`config.mk`:
```
export PLATFORM = sky130hd
export DESIGN_NAME = gray_conv_arbiter
export DESIGN_NICKNAME = d
export VERILOG_FILES = /design/src/rtl/gray_pkg.sv /design/src/rtl/gray2bin.sv /design/src/rtl/rr_arbiter.sv /design/src/rtl/gray_conv_arbiter.sv
export SDC_FILE = /design/constraint.sdc
export NUM_CORES = 1
export LEC_CHECK = 0
export CORE_MARGIN = 2
export CORE_UTILIZATION = 30
export CTS_CLUSTER_DIAMETER = 150
export CTS_CLUSTER_SIZE = 28
export DETAILED_ROUTE_END_ITERATION = 8
export PLACE_DENSITY = 0.68
export SETUP_SLACK_MARGIN = 0.05
export SLEW_MARGIN = 20
export SYNTH_ARGS = -nofsm -noshare
export SYNTH_HDL_FRONTEND = slang
export SYNTH_SLANG_ARGS = --single-unit
export TNS_END_PERCENT = 30
```
`constraint.sdc`:
```
create_clock -name clk -period 5.8 [get_ports clk]
set_clock_uncertainty 0.05 [all_clocks]
set_input_delay 1.74 -clock clk [delete_from_list [all_inputs] [get_ports clk]]
set_output_delay 1.74 -clock clk [all_outputs]
set_load 0.03 [all_outputs]
```
`src/rtl/gray_pkg.sv`:
```
// Shared types and helpers for the shared Gray-to-binary converter arbiter.
// Builds with or without GRAY_CONV_ARB_CNT_EN; nothing in this package depends on it.
package gray_pkg;

  localparam int CNT_W = 16;

  typedef enum logic {EMPTY, FULL} arb_state_t;

  // Index width that never collapses to zero bits, even for a single requester
  function automatic int id_width(input int n);
    return (n <= 2) ? 1 : $clog2(n);
  endfunction

endpackage

```
`src/rtl/gray2bin.sv`:
```
// Combinational Gray-to-binary converter: bin[k] is the XOR of gray[SIZE-1:k].
module gray2bin #(
  parameter int SIZE = 8
) (
  input  logic [SIZE-1:0] gray,
  output logic [SIZE-1:0] bin
);

  always_comb begin
    bin = '0;
    for (int k = 0; k < SIZE; k++) begin
      bin[k] = ^(gray >> k);
    end
  end

endmodule

```
`src/rtl/rr_arbiter.sv`:
```
// Round-robin grant picker: the first asserted request at or after ptr, wrapping modulo N.
// Outputs a one-hot grant and the matching index; both are zero when nothing requests.
module rr_arbiter import gray_pkg::*; #(
  parameter  int N  = 4,
  localparam int IW = id_width(N)
) (
  input  logic [N-1:0]  req,
  input  logic [IW-1:0] ptr,
  output logic [N-1:0]  gnt,
  output logic [IW-1:0] idx
);

  logic found;

  always_comb begin
    gnt   = '0;
    idx   = '0;
    found = 1'b0;
    for (int k = 0; k < N; k++) begin
      if (!found && req[(int'(ptr) + k) % N]) begin
        found                    = 1'b1;
        gnt[(int'(ptr) + k) % N] = 1'b1;
        idx                      = IW'((int'(ptr) + k) % N);
      end
    end
  end

endmodule

```
`src/rtl/gray_conv_arbiter.sv`:
```
// One gray2bin converter shared by NREQ requesters behind a round-robin arbiter and a single response register.
// Define GRAY_CONV_ARB_CNT_EN to add the rsp_count completed-transfer counter output.
module gray_conv_arbiter import gray_pkg::*; #(
  parameter  int SIZE = 8,
  parameter  int NREQ = 4,
  localparam int IDW  = id_width(NREQ)
) (
  input  logic                 clk,
  input  logic                 rst_n,
  input  logic [NREQ-1:0]      req_valid,
  input  logic [NREQ*SIZE-1:0] req_gray,
  output logic [NREQ-1:0]      req_ready,
  output logic                 rsp_valid,
  output logic [SIZE-1:0]      rsp_bin,
  output logic [IDW-1:0]       rsp_id,
  input  logic                 rsp_ready
`ifdef GRAY_CONV_ARB_CNT_EN
  ,
  output logic [CNT_W-1:0]     rsp_count
`endif
);

  arb_state_t       state_q, state_d;
  logic [IDW-1:0]   ptr_q;
  logic [NREQ-1:0]  gnt;
  logic [IDW-1:0]   gnt_idx;
  logic             out_free;
  logic             xfer;
  logic [SIZE-1:0]  gray_p0, bin_p0;
  logic [SIZE-1:0]  bin_p1;
  logic [IDW-1:0]   id_p1;
  logic             vld_p1;

  // Stage p0: arbitration and conversion of the granted operand
  rr_arbiter #(.N(NREQ)) u_rr (
    .req (req_valid),
    .ptr (ptr_q),
    .gnt (gnt),
    .idx (gnt_idx)
  );

  assign vld_p1    = (state_q == FULL);
  assign out_free  = !vld_p1 || rsp_ready;
  assign req_ready = (out_free && rst_n) ? gnt : '0;
  assign xfer      = |(req_valid & req_ready);
  assign gray_p0   = req_gray[int'(gnt_idx)*SIZE +: SIZE];

  gray2bin #(.SIZE(SIZE)) u_conv (
    .gray (gray_p0),
    .bin  (bin_p0)
  );

  always_comb begin
    state_d = state_q;
    if (xfer)           state_d = FULL;
    else if (rsp_ready) state_d = EMPTY;
  end

  // Stage p1: response register, loaded only on an accepted request
  always_ff @(posedge clk or negedge rst_n) begin
    if (!rst_n) begin
      state_q <= EMPTY;
      ptr_q   <= '0;
      bin_p1  <= '0;
      id_p1   <= '0;
    end else begin
      state_q <= state_d;
      if (xfer) begin
        bin_p1 <= bin_p0;
        id_p1  <= gnt_idx;
        ptr_q  <= (int'(gnt_idx) == NREQ-1) ? '0 : gnt_idx + IDW'(1);
      end
    end
  end

  assign rsp_valid = vld_p1;
  assign rsp_bin   = bin_p1;
  assign rsp_id    = id_p1;

`ifdef GRAY_CONV_ARB_CNT_EN
  logic [CNT_W-1:0] cnt_q;

  always_ff @(posedge clk or negedge rst_n) begin
    if (!rst_n)    cnt_q <= '0;
    else if (xfer) cnt_q <= cnt_q + CNT_W'(1);
  end

  assign rsp_count = cnt_q;
`endif

endmodule

```
==> impl_metrics.csv <==
group,metric,value,unit
hold_path,holdCritPathClass,"reg -> reg",
die,die_x,75.6,µm
logic_synthesis,synth_cell_types,38,
pwr,p_per_area,716,nW/µm²
worst_setup_path,end_kind,"primary output",
pwr,power.leakage,0.893,nW
sta,finalSetupTns,0,ps
detailed_routing,final_antenna_net_count,0,
grt,track_usage,11.5,%
logic_synthesis,synth.avg_cell_area,10.2,µm²
sta,slew_headroom,40.7,%
pwr,p_comb_share,82.3,%
grt,grt_max_degree,19,
logic_synthesis,syn_inst,151,
placement,port_buffers,53,
pwr,internal_power,0.837,mW
sta,slew_viol_final,0,
pwr,switching_share,45.7,%
sta,fin_hold_ws,435,ps
logic_synthesis,synth_edf_count,0,
job,maxCapViolCount,0,
logic_synthesis,synth.area.top_cells,"dfrtp_1, mux2i_1, mux2_2, ha_1, xnor2_1",
final_layout,final_nets,251,
detailed_routing,viasPerCell,4.64,
clock_network,clock_path_buffers,2,
sta,finalHoldViolCount,0,
sta,rsz0062_at_grt,"no",
die,row_count,26,
final_layout,mostFrequentLayoutCell,"clkdlybuf4s50_1",
worst_setup_path,cp_max_fo,5,
pwr,seqPwrFrac,12.5,%
clock_network,clk_latency,240,ps
sta,min_period,5540,ps
sta,min_period_over_period,95.6,%
run_status,status,"complete, no violations",
placement,placed_area,2100,µm²
placement,place_congestion,0.874,
clock_network,clk_pin_slew_worst_paths,50,ps
logic_synthesis,yosys_register_bits,13,
die,ioPinCount,54,
grt,antenna_found_initial,0,
final_layout,most-common-layout-cells,"clkdlybuf4s50_1, mux2i_1, dfrtp_1",
final_layout,area_growth,40.0,%
worst_setup_path,cp.arrival,3750,ps
die,dieArea,5710,µm²
clock_network,clockRootBuffer,"clkbuf_8",
grt,grt-ovfl-total,0,
clock_network,cts_inserted_buffers,3,
logic_synthesis,netlist_area,1540,µm²
clock_network,cts_tree,"yes",
sta,setup_viol,0,
logic_synthesis,synth_top_area_share,21.2,%
pwr,ir_worst_vdd,0.355,mV
logic_synthesis,ys_async_sr_fraction,100,%
clock_network,ctsHoldBuffers,0,
worst_setup_path,worstPathRequired,4010,ps
clock_network,clock-sinks,13,
detailed_routing,drt-wirelength-per-cell,11.6,µm
clock_network,postCtsSetupBuffers,0,
detailed_routing,initialDrtViolationCount,40,
die,die_y,75.6,µm
die,core,5010,µm²
logic_synthesis,ys_warn_count,0,
logic_synthesis,yosys.area.top_type,"dfrtp_1",
logic_synthesis,yosysSeqAreaShare,21.2,%
clock_network,htree_levels,1,
logic_synthesis,syn_nets,197,
worst_setup_path,critPathLaunchType,"input port",
placement,hpwl,2540,µm
sta,worst_slew_pin_slew,885,ps
grt,grt_pass1_vias,1153,
detailed_routing,drt_pass1_iterations,4,
pwr,switchingPower,0.704,mW
logic_synthesis,synth_ff_type,"dfrtp_1",
die,initial_core_util,30.7,%
detailed_routing,drcViolationCount,0,
pwr,p_clk_share,5.2,%
sta,max_freq,0.180,GHz
pwr,total_power,1.54,mW
final_layout,fin_area,2150,µm²
detailed_routing,vias,1272,
worst_setup_path,setup.worst_path.class,"in -> out",
final_layout,antennaDiodeCount,0,
grt,grt_pass1_wl,5260,µm
clock_network,ctsResizeCount,0,
detailed_routing,routed_wl,3170,µm
final_layout,drive_gt1_share,18.1,%
layout make-up:
class                   instances  area (µm²)
clock buffers                   4        45.0
fillers                       503        2860
inverters                       8        30.0
multi-input cells             119        1090
flip-flops and latches         13         325
well taps                      70        87.6
repair buffers                 60         573
power groups by stage:
stage	Clock (mW)	Sequential, mW	Combinational (mW)
6_report	0.0797	0.193	1.27
4_1_cts	0.0815	0.194	1.28
3_3_place_gp	0	0.195	1.26
3_5_place_dp	0	0.195	1.28
5_1_grt	0.0854	0.200	1.39
2_1_floorplan	0	0.252	1.01
worst max-delay path, cell delays in order:
cell	delay [ps]
clkdlybuf4s50_1	420
mux4_2	550
a211oi_2	350
a22oi_1	110
nand2_1	80
o21ai_0	110
a21oi_1	200
buf_4	190
registers in the layout, indices dropped and copies added (netlist names):
signal	count
ptr_q	2
rsp_id	2
rsp_bin	8
rsp_valid	1
final timing paths:
kind	from	to	slack, ps	cells past startpoint
max	req_valid[2]	req_ready[1]	260	8
max in group asynchronous	rst_n	rsp_valid	3780	2
min	rsp_bin[6]	rsp_bin[6]	440	1
min in group asynchronous	rst_n	rsp_id[0]	1750	2
min reg2reg	rsp_bin[6]	rsp_bin[6]	440	1
max reg2reg	ptr_q[0]	rsp_bin[4]	1720	10
Yosys cell counts, types with 2 or more instances:
master	number
a211oi_1	2
a21oi_1	8
a22oi_1	5
a2bb2oi_1	2
a31oi_1	3
buf_2	3
buf_4	4
buf_6	3
dfrtp_1	13
ha_1	7
inv_1	8
mux2_1	2
mux2_2	9
mux2_4	3
mux2i_1	24
mux2i_4	2
nand2_1	9
nand2b_1	2
nor2_1	7
o21ai_0	7
xnor2_1	9
xor2_1	2
xor2_2	2
per-layer routing:
metal	global-route usage, %	share of wire [%]	vias to the layer above
li1	-	-	645
met2	18.2	46	49
met5	0	0	-
met3	1.98	6.6	2
met1	16.3	47	576
met4	2.92	0.47	0
logic make-up (layout without fill, tap and decap cells):
group,count (synthesis),in the layout,share of synthesized area (%)
simple gates,21,21,6.02
flops,13,13,21.2
mux,41,41,31.0
buf+inv,19,72,8.38
fa+ha+maj,7,7,5.70
compound gates,35,35,16.5
xor+xnor,15,15,11.2
stage by stage:
step	cells	util (%)	worst slack (ps)
2_1_floorplan	151	-	515
3_3_place_gp	270	41.9	334
3_5_place_dp	270	41.9	283
4_1_cts	274	42.8	282
5_1_grt	274	43.0	118
6_report	274	43.0	255
No activity file was read; power rests on OpenSTA's default activity.
